**src/rtl/perfil_pkg.sv**
```systemverilog
// perfil_pkg: profile code constants, session FSM states and the profile-to-flags decode.
package perfil_pkg;
  localparam logic [1:0] PERFIL_ADM    = 2'b11;
  localparam logic [1:0] PERFIL_TESTER = 2'b10;
  localparam logic [1:0] PERFIL_USER   = 2'b01;
  localparam logic [1:0] PERFIL_GUEST  = 2'b00;
  typedef enum logic [1:0] {IDLE, LOAD, ACTIVE, EXPIRED} estado_t;
  function automatic logic [2:0] decode_perfil(input logic [1:0] code);
    logic [2:0] abc;
    case (code)
      PERFIL_ADM:    abc = 3'b101;
      PERFIL_TESTER: abc = 3'b001;
      PERFIL_USER:   abc = 3'b011;
      PERFIL_GUEST:  abc = 3'b000;
    endcase
    return abc;
  endfunction
endpackage

```
**src/rtl/temporizador_sessao.sv**
```systemverilog
// temporizador_sessao: inactivity counter, flags expiry on its last count.
module temporizador_sessao #(
  parameter int TIMEOUT_CYCLES = 8,
  parameter int CNT_W = $clog2(TIMEOUT_CYCLES)
) (
  input  logic clk,
  input  logic reset,
  input  logic clear,
  input  logic enable,
  output logic expira
);
  logic [CNT_W-1:0] count;
  always_ff @(posedge clk or posedge reset)
    if (reset) count <= '0;
    else if (clear) count <= '0;
    else if (enable) count <= count + CNT_W'(1);
  assign expira = count == CNT_W'(TIMEOUT_CYCLES - 1);
endmodule

```
**src/rtl/decodificador_perfil_binario.sv**
```systemverilog
// decodificador_perfil_binario: expands a 2-bit profile code into session-held A/B/C flags
// with logout and inactivity expiry.
module decodificador_perfil_binario
  import perfil_pkg::*;
#(
  parameter int TIMEOUT_CYCLES = 8,
  localparam int CNT_W = $clog2(TIMEOUT_CYCLES)
) (
  input  logic       clk,
  input  logic       reset,
  input  logic [1:0] perfil_in,
  input  logic       perfil_valid,
  output logic       perfil_ready,
  input  logic       logout,
  input  logic       activity,
  output logic       A,
  output logic       B,
  output logic       C,
  output logic [1:0] perfil_atual,
  output logic       sessao_ativa,
  output logic       timeout_pulse
);
  estado_t state;
  logic [1:0] codigo;
  logic expira;
  assign perfil_ready = (state == IDLE) & ~reset;
  // The counter only runs in ACTIVE; any event that ends or refreshes the idle window zeroes it.
  temporizador_sessao #(.TIMEOUT_CYCLES(TIMEOUT_CYCLES), .CNT_W(CNT_W)) u_tmr (
    .clk(clk),
    .reset(reset),
    .clear(state != ACTIVE || logout || activity || expira),
    .enable(state == ACTIVE),
    .expira(expira)
  );
  always_ff @(posedge clk or posedge reset)
    if (reset) begin
      state         <= IDLE;
      codigo        <= 2'b00;
      {A, B, C}     <= 3'b000;
      perfil_atual  <= 2'b00;
      sessao_ativa  <= 1'b0;
      timeout_pulse <= 1'b0;
    end else begin
      timeout_pulse <= 1'b0;
      case (state)
        IDLE:
          if (perfil_valid) begin
            codigo <= perfil_in;
            state  <= LOAD;
          end
        LOAD: begin
          {A, B, C}    <= decode_perfil(codigo);
          perfil_atual <= codigo;
          sessao_ativa <= 1'b1;
          state        <= ACTIVE;
        end
        ACTIVE:
          if (logout || (!activity && expira)) begin
            {A, B, C}     <= 3'b000;
            perfil_atual  <= 2'b00;
            sessao_ativa  <= 1'b0;
            timeout_pulse <= !logout;
            state         <= logout ? IDLE : EXPIRED;
          end
        EXPIRED: state <= IDLE;
      endcase
    end
endmodule
```
**config.mk**
```make
export PLATFORM = sky130hd
export DESIGN_NAME = decodificador_perfil_binario
export DESIGN_NICKNAME = d
export VERILOG_FILES = /design/src/rtl/perfil_pkg.sv /design/src/rtl/temporizador_sessao.sv /design/src/rtl/decodificador_perfil_binario.sv
export SDC_FILE = /design/constraint.sdc
export NUM_CORES = 1
export LEC_CHECK = 0
export BUFFER_PORTS_ARGS = -buffer_cell sky130_fd_sc_hd__buf_4
export CORE_MARGIN = 3
export CORE_UTILIZATION = 45
export CTS_BUF_LIST = sky130_fd_sc_hd__clkbuf_4 sky130_fd_sc_hd__clkbuf_8 sky130_fd_sc_hd__clkbuf_16
export DETAILED_ROUTE_END_ITERATION = 6
export PLACE_DENSITY = 0.69
export SLEW_MARGIN = 20
export SYNTH_ARGS = -nofsm -noshare
export SYNTH_HDL_FRONTEND = slang
export SYNTH_HIERARCHICAL = 1
export SYNTH_SLANG_ARGS = --single-unit
```
**constraint.sdc**
```tcl
create_clock -name clk -period 2 [get_ports clk]
set_clock_uncertainty 0.15 [all_clocks]
set_input_delay 0.1 -clock clk [delete_from_list [all_inputs] [get_ports clk]]
set_output_delay 0.1 -clock clk [all_outputs]
set_load 0.005 [all_outputs]
```
==> results.py <==
metrics = {
    "route": {
        "viasPerCell": 5.27,
        "drt_iter0_drc": 14,
        "firstDrtPassIters": 4,
        "wirelength_mm": 1.20,
        "ant_nets": 0,
        "vias": 501,
        "drcViolationCount": 0,
        "post_drt_wl_per_cell_um": 12.6,
    },
    "sta": {
        "setup_violations": 0,
        "worst_slew_pin_slew_ns": 0.414,
        "drv_slew": 0,
        "fin_crit_sh_pct": 81.2,
        "maxSlewHeadroom_pct": 72.4,
        "period_needed_ns": 1.62,
        "rsz0062_at_grt": "no",
        "tns_ns": 0,
        "fmax_mhz": 616,
        "hold_viol": 0,
    },
    "clocking": {
        "post_cts_buffers": 0,
        "htree_levels": 1,
        "cts.path.max_buffers": 2,
        "cts.sinks": 14,
        "clk_latency_ns": 0.27,
        "path_clk_slew_ns": 0.09,
        "cts_buffers": 3,
        "cts_root_buf": "clkbuf_4",
        "tritoncts": "built",
    },
    "job": {
        "maxCapViolCount": 0,
    },
    "synth": {
        "synthesis.nets": 67,
        "avgSynthCellArea_sq_um": 10.7,
        "yosysSeqAreaShare_pct": 56.3,
        "synth_cell_types": 22,
        "yosys_register_bits": 14,
        "syn_area_sq_um": 622,
        "yosysWarnings": 6,
        "syn_inst": 58,
    },
    "critical_path": {
        "r2r_slack_ns": 0.38,
        "start_kind": "register",
        "r2r_cells": 5,
        "crit_type": "reg -> reg",
        "crit_top_cell": "ha_1",
        "worstPathMaxFanout": 6,
        "endpoint_kind": "register",
        "rr_startpoint": "u_tmr/count[0]",
        "critPathMaxStageDelay_ns": 0.40,
        "cpMaxStageDelayCell": "dfrtp_1",
        "cp.required_ns": 2.04,
        "path_cells": "ha_1, ha_1, nor2b_1, o21a_1, nor3_1",
        "r2r-end": "C",
        "worstPathArrival_ns": 1.67,
    },
    "placement": {
        "port_buffers": 14,
        "dp_hpwl_um": 847,
        "gp_congestion": 0.711,
    },
    "run_status": {
        "status": "completed",
    },
    "pwr": {
        "p_per_area_nw_per_um2": 1240,
        "netSwitchingPower_w": 0.000332,
        "p_leak_nw": 0.411,
        "p_int_w": 0.000695,
        "peakVddDrop_mv": 0.620,
        "p_total_w": 0.00103,
        "p_comb_share_pct": 35.3,
        "swShare_pct": 32.4,
        "p_seq_share_pct": 44.9,
        "clockPowerShare_pct": 19.7,
    },
    "worst_hold_path": {
        "worstHoldStart": "perfil_valid",
        "hold_depth": 4,
        "min_path_type": "in -> reg",
        "holdPathEnd": "state[0]",
    },
    "floorplanning": {
        "die_y_um": 43.2,
        "initial_core_util_pct": 51.8,
        "ios": 15,
        "dieArea_sq_um": 1860,
        "rows": 12,
        "core_sq_um": 1200,
        "die_w_um": 43.2,
    },
    "layout": {
        "post-route-util_pct": 69.2,
        "syn2layout_area_growth_pct": 33.6,
        "finalNetCount": 91,
        "n_fill_cell": 102,
        "final_layout_size_suffix_gt1_share_pct": 29.6,
        "diodes": 0,
    },
    "grt": {
        "grt_use_total_pct": 14.7,
        "grt_overflow_total": 0,
        "grt_max_degree": 12,
        "antenna_found_initial": 0,
        "grt_pass1_wl_mm": 2.04,
        "grt_pass1_vias": 480,
    },
}
==> what timing repair did <==
action / CTS / global route
setup endpoints to repair: 0 / 0
hold buffers: 5 / 0
hold endpoints to repair: 20 / 0
gates resized for setup: 0 / 0
==> kinds of logic (layout without fill, tap and decap cells) <==
logic type	Yosys count	count (layout)	share of synthesized area [%]
compound gates	6	6	5.43
xor+xnor	1	1	1.41
fa+ha+maj	2	2	4.02
buf+inv	3	26	1.81
flops	14	14	56.3
mux	4	4	6.84
simple gates	28	28	24.1
==> cell usage in the layout, fill, tap and decap left out, drive strengths merged <==
cell	count
a31oi	1
dlygate4sd3	5
buf	14
nor3	3
nor3b	1
xnor2	1
nand3	1
ha	2
a21oi	4
o21a	1
and2b	2
nor2	7
nand2b	1
nand2	8
inv	3
clkbuf	4
mux2i	2
nor2b	2
mux2	2
dfrtp	14
and3	1
nand3b	1
or3	1
==> cells in the mapped netlist <==
| library cell | instances | share of area, % |
|---|---|---|
| nand2_1 | 8 | 4.8 |
| a21oi_1 | 4 | 3.2 |
| nand2b_1 | 1 | 1.0 |
| and3_2 | 1 | 1.2 |
| nor2_1 | 7 | 4.2 |
| and2b_4 | 1 | 1.6 |
| mux2_2 | 2 | 3.6 |
| inv_1 | 3 | 1.8 |
| nand3b_1 | 1 | 1.2 |
| nor2b_4 | 1 | 2.2 |
| nor2b_1 | 1 | 1.0 |
| dfrtp_1 | 14 | 56 |
| nand3_1 | 1 | 0.80 |
| ha_1 | 2 | 4.0 |
| and2b_2 | 1 | 1.4 |
| nor3_1 | 3 | 2.4 |
| nor3b_1 | 1 | 1.2 |
| or3_1 | 1 | 1.0 |
| xnor2_1 | 1 | 1.4 |
| a31oi_1 | 1 | 1.0 |
| o21a_1 | 1 | 1.2 |
| mux2i_1 | 2 | 3.2 |
==> worst max-delay path by stage <==
stage                    from  end  slack, ns  cells after the start
3_3_place_gp   u_tmr/count[0]    C       0.47                      5
4_1_cts        u_tmr/count[0]    C       0.38                      5
6_report       u_tmr/count[0]    C       0.38                      5
5_1_grt        u_tmr/count[0]    C       0.33                      5
2_1_floorplan  u_tmr/count[0]    C       0.51                      5
3_5_place_dp   u_tmr/count[0]    C       0.39                      5
==> power groups by stage <==
stage / logic, W / registers (W) / clock network [W]
after floorplan: 0.000216 / 0.000453 / 0
after global placement: 0.000353 / 0.000462 / 0
after detailed placement: 0.000355 / 0.000467 / 0
after CTS: 0.000364 / 0.000460 / 0.000207
after global routing: 0.000394 / 0.000478 / 0.000218
final: 0.000363 / 0.000461 / 0.000203
==> layer usage <==
layer | track usage (%) | part of all wire [%] | vias up
met5 | 0 | 0 | -
met4 | 7.23 | 0.67 | 0
met3 | 2.97 | 6.1 | 2
met2 | 22.4 | 46 | 25
met1 | 19.5 | 47 | 230
li1 | - | - | 244
==> stage by stage <==
stage / cell area [sq um] / hold slack, ns / setup slack (ns) / instances
finish: 831 / 0.0492 / 0.376 / 95
global route: 831 / 0.0829 / 0.332 / 95
CTS: 831 / 0.0500 / 0.378 / 95
detailed placement: 744 / -0.160 / 0.393 / 86
global placement: 744 / -0.161 / 0.468 / 86
floorplan: 622 / -0.296 / 0.512 / 58
==> cell type report <==
class | count | area (sq um) | share of cell area [%]
clock buffer | 4 | 36.3 | 4.37
inverter | 3 | 11.3 | 1.36
multi-input combinational | 41 | 260 | 31.3
sequential | 14 | 350 | 42.2
tap | 14 | 17.5 | 2.11
timing repair buffer | 19 | 155 | 18.7
==> state kept, by name, summed over array words and instances (netlist names) <==
signal,count
u_tmr/count,3
state,2
B,1
sessao_ativa,1
perfil_atual,2
A,1
timeout_pulse,1
codigo,2
C,1
==> critical path, delay by kind of cell (launching register included) <==
family | cells | cell delay (ns)
flip-flops | 1 | 0.40
adder cells (fa/ha/maj) | 2 | 0.38
AND/OR/NAND/NOR | 2 | 0.36
AO/OA/AOI/OAI | 1 | 0.24
No activity file was read; power rests on OpenSTA's default activity.
